<file path="config.mk">
export PLATFORM = sky130hd
export DESIGN_NAME = register_file_mp_flat
export DESIGN_NICKNAME = d
export VERILOG_FILES = /design/src/rtl/register_file_mp_pkg.sv /design/src/rtl/register_file_mp_if.sv /design/src/rtl/register_file_mp_scoreboard.sv /design/src/rtl/register_file_mp.sv /design/src/flat_wrapper.sv
export SDC_FILE = /design/constraint.sdc
export NUM_CORES = 1
export LEC_CHECK = 0
export CAP_MARGIN = 20
export CELL_PAD_IN_SITES_DETAIL_PLACEMENT = 0
export CELL_PAD_IN_SITES_GLOBAL_PLACEMENT = 1
export CORE_ASPECT_RATIO = 2
export CORE_UTILIZATION = 30
export DETAILED_ROUTE_END_ITERATION = 7
export GPL_TIMING_DRIVEN = 0
export HOLD_SLACK_MARGIN = 0.12
export PLACE_DENSITY = 0.61
export REMOVE_ABC_BUFFERS = 1
export SLEW_MARGIN = 20
export SYNTH_ARGS = -nofsm -noshare
export SYNTH_HDL_FRONTEND = slang
export SYNTH_HIERARCHICAL = 1
export SYNTH_SLANG_ARGS = --single-unit
</file>
<file path="constraint.sdc">
create_clock -name Clock -period 4 [get_ports Clock]
set_clock_uncertainty 0.1 [all_clocks]
set_input_delay 0.6 -clock Clock [delete_from_list [all_inputs] [get_ports Clock]]
set_output_delay 0.6 -clock Clock [all_outputs]
set_load 0.02 [all_outputs]
</file>
<file path="src/rtl/register_file_mp_pkg.sv">
// Shared types, constants and write-port priority helper for the glasscell register file.
// Optional same-cycle read bypass is enabled with the REGFILE_BYPASS_EN macro.
package regfile_pkg;

  localparam int DEF_DATA_WIDTH   = 32;
  localparam int DEF_NUM_REGS     = 16;
  localparam int ADDR_W           = $clog2(DEF_NUM_REGS);
  localparam int ZERO_REG         = 0;
  localparam int IP_INDEX_DEFAULT = 15;
  localparam int MAX_PORTS        = 8;

  typedef logic [ADDR_W-1:0]         reg_addr_t;
  typedef logic [DEF_DATA_WIDTH-1:0] reg_data_t;

  // Highest-index set bit of a per-port match vector, -1 when no port matches.
  function automatic int write_winner(input logic [MAX_PORTS-1:0] match);
    int win;
    win = -1;
    for (int p = 0; p < MAX_PORTS; p++) begin
      if (match[p]) begin
        win = p;
      end else begin
        win = win;
      end
    end
    return win;
  endfunction

endpackage

</file>
<file path="src/rtl/register_file_mp_if.sv">
// Decode/writeback/fetch bundle of the multi-port register file.
interface register_file_mp_if #(
  parameter int DATA_WIDTH = 32,
  parameter int NUM_REGS   = 16,
  parameter int NUM_READ   = 2,
  parameter int NUM_WRITE  = 2
);
  localparam int ADDR_BITS = $clog2(NUM_REGS);

  logic                            ActiveMode;
  logic                            Stall;
  logic [NUM_READ*ADDR_BITS-1:0]   ReadAddress;
  logic [NUM_READ*DATA_WIDTH-1:0]  ReadData;
  logic [NUM_READ-1:0]             ReadBusy;
  logic [NUM_WRITE-1:0]            WriteEnable;
  logic [NUM_WRITE*ADDR_BITS-1:0]  WriteAddress;
  logic [NUM_WRITE*DATA_WIDTH-1:0] WriteData;
  logic                            IssueValid;
  logic [ADDR_BITS-1:0]            IssueAddress;
  logic [DATA_WIDTH-1:0]           InstructionPointerOut;

  modport master (
    output ActiveMode, Stall, ReadAddress, WriteEnable, WriteAddress, WriteData,
           IssueValid, IssueAddress,
    input  ReadData, ReadBusy, InstructionPointerOut
  );

  modport slave (
    input  ActiveMode, Stall, ReadAddress, WriteEnable, WriteAddress, WriteData,
           IssueValid, IssueAddress,
    output ReadData, ReadBusy, InstructionPointerOut
  );
endinterface

</file>
<file path="src/rtl/register_file_mp_scoreboard.sv">
// Per-register busy bits: issue sets, writeback clears, set wins on collision.
// REGFILE_BYPASS_EN makes lookups of written addresses show the post-write state.
module regfile_scoreboard
  import regfile_pkg::*;
#(
  parameter int NUM_REGS  = 16,
  parameter int NUM_READ  = 2,
  parameter int NUM_WRITE = 2,
  parameter int ADDR_BITS = $clog2(NUM_REGS)
) (
  input  logic                           Clock,
  input  logic                           Reset,
  input  logic                           issue_valid,
  input  logic [ADDR_BITS-1:0]           issue_addr,
  input  logic [NUM_WRITE-1:0]           write_en,
  input  logic [NUM_WRITE*ADDR_BITS-1:0] write_addr,
  input  logic [NUM_READ*ADDR_BITS-1:0]  read_addr,
  output logic [NUM_READ-1:0]            read_busy
);

  logic [NUM_REGS-1:0] busy_r;
  logic [NUM_REGS-1:0] set_s;
  logic [NUM_REGS-1:0] clr_s;
  logic [NUM_REGS-1:0] busy_next_s;

  // Next busy state per register with set-over-clear priority
  always_comb begin
    logic clr;
    clr         = 1'b0;
    set_s       = '0;
    clr_s       = '0;
    busy_next_s = '0;
    for (int r = 0; r < NUM_REGS; r++) begin
      clr = 1'b0;
      for (int p = 0; p < NUM_WRITE; p++) begin
        clr = clr | (write_en[p] && (write_addr[p*ADDR_BITS +: ADDR_BITS] == ADDR_BITS'(r)));
      end
      set_s[r] = issue_valid && (issue_addr == ADDR_BITS'(r));
      clr_s[r] = clr;
      if (r == ZERO_REG) begin
        busy_next_s[r] = 1'b0;
      end else if (set_s[r]) begin
        busy_next_s[r] = 1'b1;
      end else if (clr_s[r]) begin
        busy_next_s[r] = 1'b0;
      end else begin
        busy_next_s[r] = busy_r[r];
      end
    end
  end

  // Busy vector register
  always_ff @(posedge Clock) begin
    if (Reset) begin
      busy_r <= '0;
    end else begin
      busy_r <= busy_next_s;
    end
  end

  // Lookup ports
  always_comb begin
    logic [ADDR_BITS-1:0] a;
    a         = '0;
    read_busy = '0;
    for (int i = 0; i < NUM_READ; i++) begin
      a = read_addr[i*ADDR_BITS +: ADDR_BITS];
`ifdef REGFILE_BYPASS_EN
      if (clr_s[a]) begin
        read_busy[i] = busy_next_s[a];
      end else begin
        read_busy[i] = busy_r[a];
      end
`else
      read_busy[i] = busy_r[a];
`endif
    end
  end

endmodule

</file>
<file path="src/rtl/register_file_mp.sv">
// Multi-port register file with instruction pointer and busy scoreboard.
// Define REGFILE_BYPASS_EN to forward same-cycle write data to the read ports.
module register_file_mp
  import regfile_pkg::*;
#(
  parameter int                   DATA_WIDTH   = DEF_DATA_WIDTH,
  parameter int                   NUM_REGS     = DEF_NUM_REGS,
  parameter int                   NUM_READ     = 2,
  parameter int                   NUM_WRITE    = 2,
  parameter int                   IP_INDEX     = IP_INDEX_DEFAULT,
  parameter int                   IP_STEP      = 4,
  parameter logic [DATA_WIDTH-1:0] RESET_VECTOR = '0
) (
  input logic               Clock,
  input logic               Reset,
  register_file_mp_if.slave bus
);

  localparam int ADDR_BITS = $clog2(NUM_REGS);

  logic [DATA_WIDTH-1:0] regs_r    [NUM_REGS];
  logic [DATA_WIDTH-1:0] wr_data_s [NUM_REGS];
  logic [NUM_REGS-1:0]   wr_hit_s;
  logic                  ip_advance_s;

  // Winning write port and its data for every register; register 0 is never written
  always_comb begin
    logic [MAX_PORTS-1:0] match;
    int                   win;
    match    = '0;
    win      = -1;
    wr_hit_s = '0;
    for (int r = 0; r < NUM_REGS; r++) begin
      match = '0;
      for (int p = 0; p < NUM_WRITE; p++) begin
        match[p] = bus.WriteEnable[p] &&
                   (bus.WriteAddress[p*ADDR_BITS +: ADDR_BITS] == ADDR_BITS'(r));
      end
      win = write_winner(match);
      if ((win >= 0) && (r != ZERO_REG)) begin
        wr_hit_s[r]  = 1'b1;
        wr_data_s[r] = bus.WriteData[win*DATA_WIDTH +: DATA_WIDTH];
      end else begin
        wr_hit_s[r]  = 1'b0;
        wr_data_s[r] = '0;
      end
    end
  end

  // A write to the IP replaces the increment for that cycle
  always_comb begin
    ip_advance_s = bus.ActiveMode && !bus.Stall && !wr_hit_s[IP_INDEX];
  end

  // Storage array including the IP register
  always_ff @(posedge Clock) begin
    if (Reset) begin
      for (int r = 0; r < NUM_REGS; r++) begin
        regs_r[r] <= (r == IP_INDEX) ? RESET_VECTOR : '0;
      end
    end else begin
      for (int r = 0; r < NUM_REGS; r++) begin
        if (wr_hit_s[r]) begin
          regs_r[r] <= wr_data_s[r];
        end else if ((r == IP_INDEX) && (r != ZERO_REG) && ip_advance_s) begin
          regs_r[r] <= regs_r[r] + DATA_WIDTH'(IP_STEP);
        end else begin
          regs_r[r] <= regs_r[r];
        end
      end
    end
  end

  // Zero-latency read ports
  always_comb begin
    logic [ADDR_BITS-1:0]  a;
    logic [DATA_WIDTH-1:0] d;
    a            = '0;
    d            = '0;
    bus.ReadData = '0;
    for (int i = 0; i < NUM_READ; i++) begin
      a = bus.ReadAddress[i*ADDR_BITS +: ADDR_BITS];
      if (a == ADDR_BITS'(ZERO_REG)) begin
        d = '0;
`ifdef REGFILE_BYPASS_EN
      end else if (wr_hit_s[a]) begin
        d = wr_data_s[a];
`endif
      end else begin
        d = regs_r[a];
      end
      bus.ReadData[i*DATA_WIDTH +: DATA_WIDTH] = d;
    end
  end

  assign bus.InstructionPointerOut = regs_r[IP_INDEX];

  regfile_scoreboard #(
    .NUM_REGS  (NUM_REGS),
    .NUM_READ  (NUM_READ),
    .NUM_WRITE (NUM_WRITE),
    .ADDR_BITS (ADDR_BITS)
  ) u_scoreboard (
    .Clock       (Clock),
    .Reset       (Reset),
    .issue_valid (bus.IssueValid),
    .issue_addr  (bus.IssueAddress),
    .write_en    (bus.WriteEnable),
    .write_addr  (bus.WriteAddress),
    .read_addr   (bus.ReadAddress),
    .read_busy   (bus.ReadBusy)
  );

endmodule

</file>
<file path="src/flat_wrapper.sv">
// flat-port wrapper written by rule: the top's interface ports become plain ports
module register_file_mp_flat import regfile_pkg::*;
#(
  parameter int                   DATA_WIDTH   = DEF_DATA_WIDTH,
  parameter int                   NUM_REGS     = DEF_NUM_REGS,
  parameter int                   NUM_READ     = 2,
  parameter int                   NUM_WRITE    = 2,
  parameter int                   IP_INDEX     = IP_INDEX_DEFAULT,
  parameter int                   IP_STEP      = 4,
  parameter logic [DATA_WIDTH-1:0] RESET_VECTOR = '0
)
  (Clock, Reset, bus_ActiveMode, bus_Stall, bus_ReadAddress, bus_WriteEnable, bus_WriteAddress, bus_WriteData, bus_IssueValid, bus_IssueAddress, bus_ReadData, bus_ReadBusy, bus_InstructionPointerOut);
  register_file_mp_if #(.DATA_WIDTH(DATA_WIDTH), .NUM_REGS(NUM_REGS), .NUM_READ(NUM_READ), .NUM_WRITE(NUM_WRITE)) bus_i ();
  input logic Clock;
  input logic Reset;
  input wire logic [$bits(bus_i.ActiveMode)-1:0] bus_ActiveMode;
  input wire logic [$bits(bus_i.Stall)-1:0] bus_Stall;
  input wire logic [$bits(bus_i.ReadAddress)-1:0] bus_ReadAddress;
  input wire logic [$bits(bus_i.WriteEnable)-1:0] bus_WriteEnable;
  input wire logic [$bits(bus_i.WriteAddress)-1:0] bus_WriteAddress;
  input wire logic [$bits(bus_i.WriteData)-1:0] bus_WriteData;
  input wire logic [$bits(bus_i.IssueValid)-1:0] bus_IssueValid;
  input wire logic [$bits(bus_i.IssueAddress)-1:0] bus_IssueAddress;
  output wire logic [$bits(bus_i.ReadData)-1:0] bus_ReadData;
  output wire logic [$bits(bus_i.ReadBusy)-1:0] bus_ReadBusy;
  output wire logic [$bits(bus_i.InstructionPointerOut)-1:0] bus_InstructionPointerOut;
  assign bus_i.ActiveMode = bus_ActiveMode;
  assign bus_i.Stall = bus_Stall;
  assign bus_i.ReadAddress = bus_ReadAddress;
  assign bus_i.WriteEnable = bus_WriteEnable;
  assign bus_i.WriteAddress = bus_WriteAddress;
  assign bus_i.WriteData = bus_WriteData;
  assign bus_i.IssueValid = bus_IssueValid;
  assign bus_i.IssueAddress = bus_IssueAddress;
  assign bus_ReadData = bus_i.ReadData;
  assign bus_ReadBusy = bus_i.ReadBusy;
  assign bus_InstructionPointerOut = bus_i.InstructionPointerOut;
  register_file_mp #(.DATA_WIDTH(DATA_WIDTH), .NUM_REGS(NUM_REGS), .NUM_READ(NUM_READ), .NUM_WRITE(NUM_WRITE), .IP_INDEX(IP_INDEX), .IP_STEP(IP_STEP), .RESET_VECTOR(RESET_VECTOR)) u_core (.Clock(Clock), .Reset(Reset), .bus(bus_i));
endmodule
</file>
==> results.md <==
- Required time worst endpoint: approximately 3.3 ns
- Final hold vios: 0
- Initial drt markers: 3,496
- Die X: 229 um
- Async S/R FF share, synth: 0%
- Post-route minimum period: 3.95 ns
- Routed wire length: 148,000 um
- Initial Utilization: between 30% and 40%
- WHS: 0.346 ns
- Synth top area share: 46.5%
- Layout cell share with drive strength beyond 1: 20.6%
- Final Power: between 10 and 15 mW
- Initial antenna violation count: 5
- Buf+Inv Stages, Crit Path: 5
- Largest net degree at the start of global routing: 105
- TritonRoute pass-1 iters: 7
- TritonCTS clock tree: built
- Startpoint Class: input port
- H-tree levels: 2
- LEAKAGE: around 12 nW
- GRT Total Usage: a little over a quarter
- Cell mode on critical path: buf_16
- Post-DP HPWL: 97,900 um
- Sink Count: 495
- Reg clk slew, reported paths: about 0.070 ns
- Num CTS Buffers: between 40 and 50
- Area of the multi-input gates: 15,300 um2
- Slowest CP cell: clkdlybuf4s50_1
- Slowest stage delay, CP: 0.70 ns
- Max cap viols: 0
- Total gr overflow: 0
- DRT antenna net count: 0
- Most numerous cell in the Yosys netlist: nor2_1
- Yosys top cell by area: edfxtp_1
- Port buffer count: between 150 and 200
- Layout Nets: 2,846
- Post-placement cell count: between 4,000 and 5,000
- WL/cell: 35.7 um
- CTS Root Cell: clkbuf_16
- Fmax: 0.253 GHz
- Sequential standard cell area: approximately 15,000 um2
- Seq/Total Area, Yosys: 47.5%
- Hold buffers post-CTS: 0
- Core Area: 102,000 um2
- # setup viols final: 0
- Worst-skew pair later-pin latency: 0.62 ns
- Worst Hold Class: in -> reg
- Main synth FF type: edfxtp_1
- Row count: 166
- Power per Cell Area: 360 nW/um2
- Cell Chain, Critical Path: buf_8 > buf_16 > buf_16 > nor2b_4 > buf_16 > a22oi_1 > nor2_1 > a21oi_1 > o21ai_1 > clkdlybuf4s50_1
- Unique masters post-synth: 62
- # IOs: 189
- Clock Tree Buf Depth: 3
- Max FO, Critical Path: 34
- Delay-heaviest family, CP: buffers and inverters
- Tightest Pin Transition: between 1 and 1.5 ns
- Fin. max-slew vios: 0
- Arr. time, crit path: 3.25 ns
- First-pass GRT wire length: roughly 200,000 um
- Syn. warnings: 6
- Status: finished clean
- Synth Instances: between 2,000 and 3,000
- Routability cong.: 0.828
- EDFF count, synth: 480
- Routed vias: 27,000
- Synth Register Bits: 495
- Area contributors post-synth: edfxtp_1 (47%), mux4_2 (13%), a22oi_1 (12%), nor2_1 (6.5%), mux2_2 (3.6%)
- Die ar.: about 100,000 um2
- Final period util: 98.7%
- Most instantiated cells after synthesis: nor2_1 (534), a22oi_1 (481), edfxtp_1 (480), clkbuf_1 (208), mux4_2 (183)
- Vias/cell: 6.53
- Avg Cell Area, Syn: between 10 and 15 um2
- Die height: 456 um
- Cell Area, Synth: 31,000 um2
- RSZ-0062 raised after global routing: no
- # fillers: between 9,000 and 10,000
- Syn-to-layout area delta: 22.0%
- Post-Layout Cell Count: around 4,100
- Worst VDD drop: 0.279 mV
- Worst slew margin: 29.6%
- Critical Path End Type: primary output
- WS Path Type: in -> out
- Number of global-route vias before repair: 27,500
- Residual DRC: 0
[flip-flops by register name, indices dropped and copies added, names as in the netlist]
| name | cells |
|---|---|
| u_core/u_scoreboard/busy_r | 15 |
| u_core/regs_r | 480 |
[cells by family (layout without fill, tap and decap cells)]
group,after synthesis,count (layout),share of synthesized area [%]
AO/OA/AOI/OAI,710,710,16.5
XOR/XNOR,26,26,0.735
adder cells (fa/ha/maj),1,1,0.0404
buffers and inverters,323,419,4.43
flip-flops,495,495,47.5
multiplexers,373,373,19.9
other,0,2,0
AND/OR/NAND/NOR,767,767,10.8
[layout make-up]
class,count,area share [%]
clock buffer,54,3.24
antenna,2,0.0132
clock inverter,32,0.794
multi-input combinational,1877,40.4
inverter,6,0.0596
timing repair buffer,327,12.1
sequential,495,38.9
tap,1344,4.45
[layer usage]
layer	GRT usage, %	routed length (um)	vias up
li1	-	-	10700
met4	20.9	13000	8
met2	44.6	69700	2180
met1	30.5	49500	13500
met3	7.09	15600	631
met5	0	39	-
[metrics by stage]
step | TNS, ns | instance area (um2) | utilization (%) | worst slack, ns
2_1_floorplan | -0.940 | 29600 | - | -0.0310
3_3_place_gp | -8493.95 | 33200 | 32.4 | -17.50
3_5_place_dp | -12.28 | 36100 | 35.2 | -0.634
4_1_cts | 0 | 37700 | 36.9 | 0.0187
5_1_grt | 0 | 37800 | 36.9 | 0.0111
6_report | 0 | 37800 | 36.9 | 0.0506
[power breakdown]
group	total, mW	switching [mW]	internal (mW)
Sequential	6.27	0.237	6.04
Combinational	2.62	1.53	1.09
Clock	4.72	2.20	2.53
[path summary, 6_finish.rpt]
kind                                    end                            from  slack [ns]  depth (start not counted)
max                        bus_ReadData[42]              bus_ReadAddress[5]        0.05                         10
min                    u_core/regs_r[4][25]                           Reset        0.35                          2
max reg2reg           u_core/regs_r[15][25]            u_core/regs_r[15][4]        0.72                          5
min reg2reg  u_core/u_scoreboard/busy_r[11]  u_core/u_scoreboard/busy_r[11]        0.40                          2
[worst reg2reg max path: stages, from the launching register on]
cell,delay (ns)
edfxtp_1,0.80
and4_1,0.60
nand2_2,0.29
nor4_1,0.91
xnor2_1,0.20
o22ai_1,0.10
[cells in the final DEF, fill, tap and decap left out, types with 26 or more instances in the layout]
cell | Yosys | routed
a21oi_1 | 63 | 63
a22oi_1 | 481 | 481
buf_12 | 0 | 26
buf_16 | 0 | 50
buf_4 | 12 | 28
clkbuf_16 | 0 | 49
clkdlybuf4s50_1 | 0 | 172
edfxtp_1 | 480 | 480
mux2_2 | 98 | 98
mux2i_1 | 90 | 90
mux4_2 | 183 | 183
nand2_1 | 75 | 75
nor2_1 | 534 | 523
o21ai_0 | 36 | 31
[timing repair]
action                                 CTS  global route
gates cloned                             2             1
resized for setup                        6            13
setup buffers                            6             0
endpoints found under the hold margin    0             0
setup endpoints to repair               45            15
(Power assumes the default switching activity.)
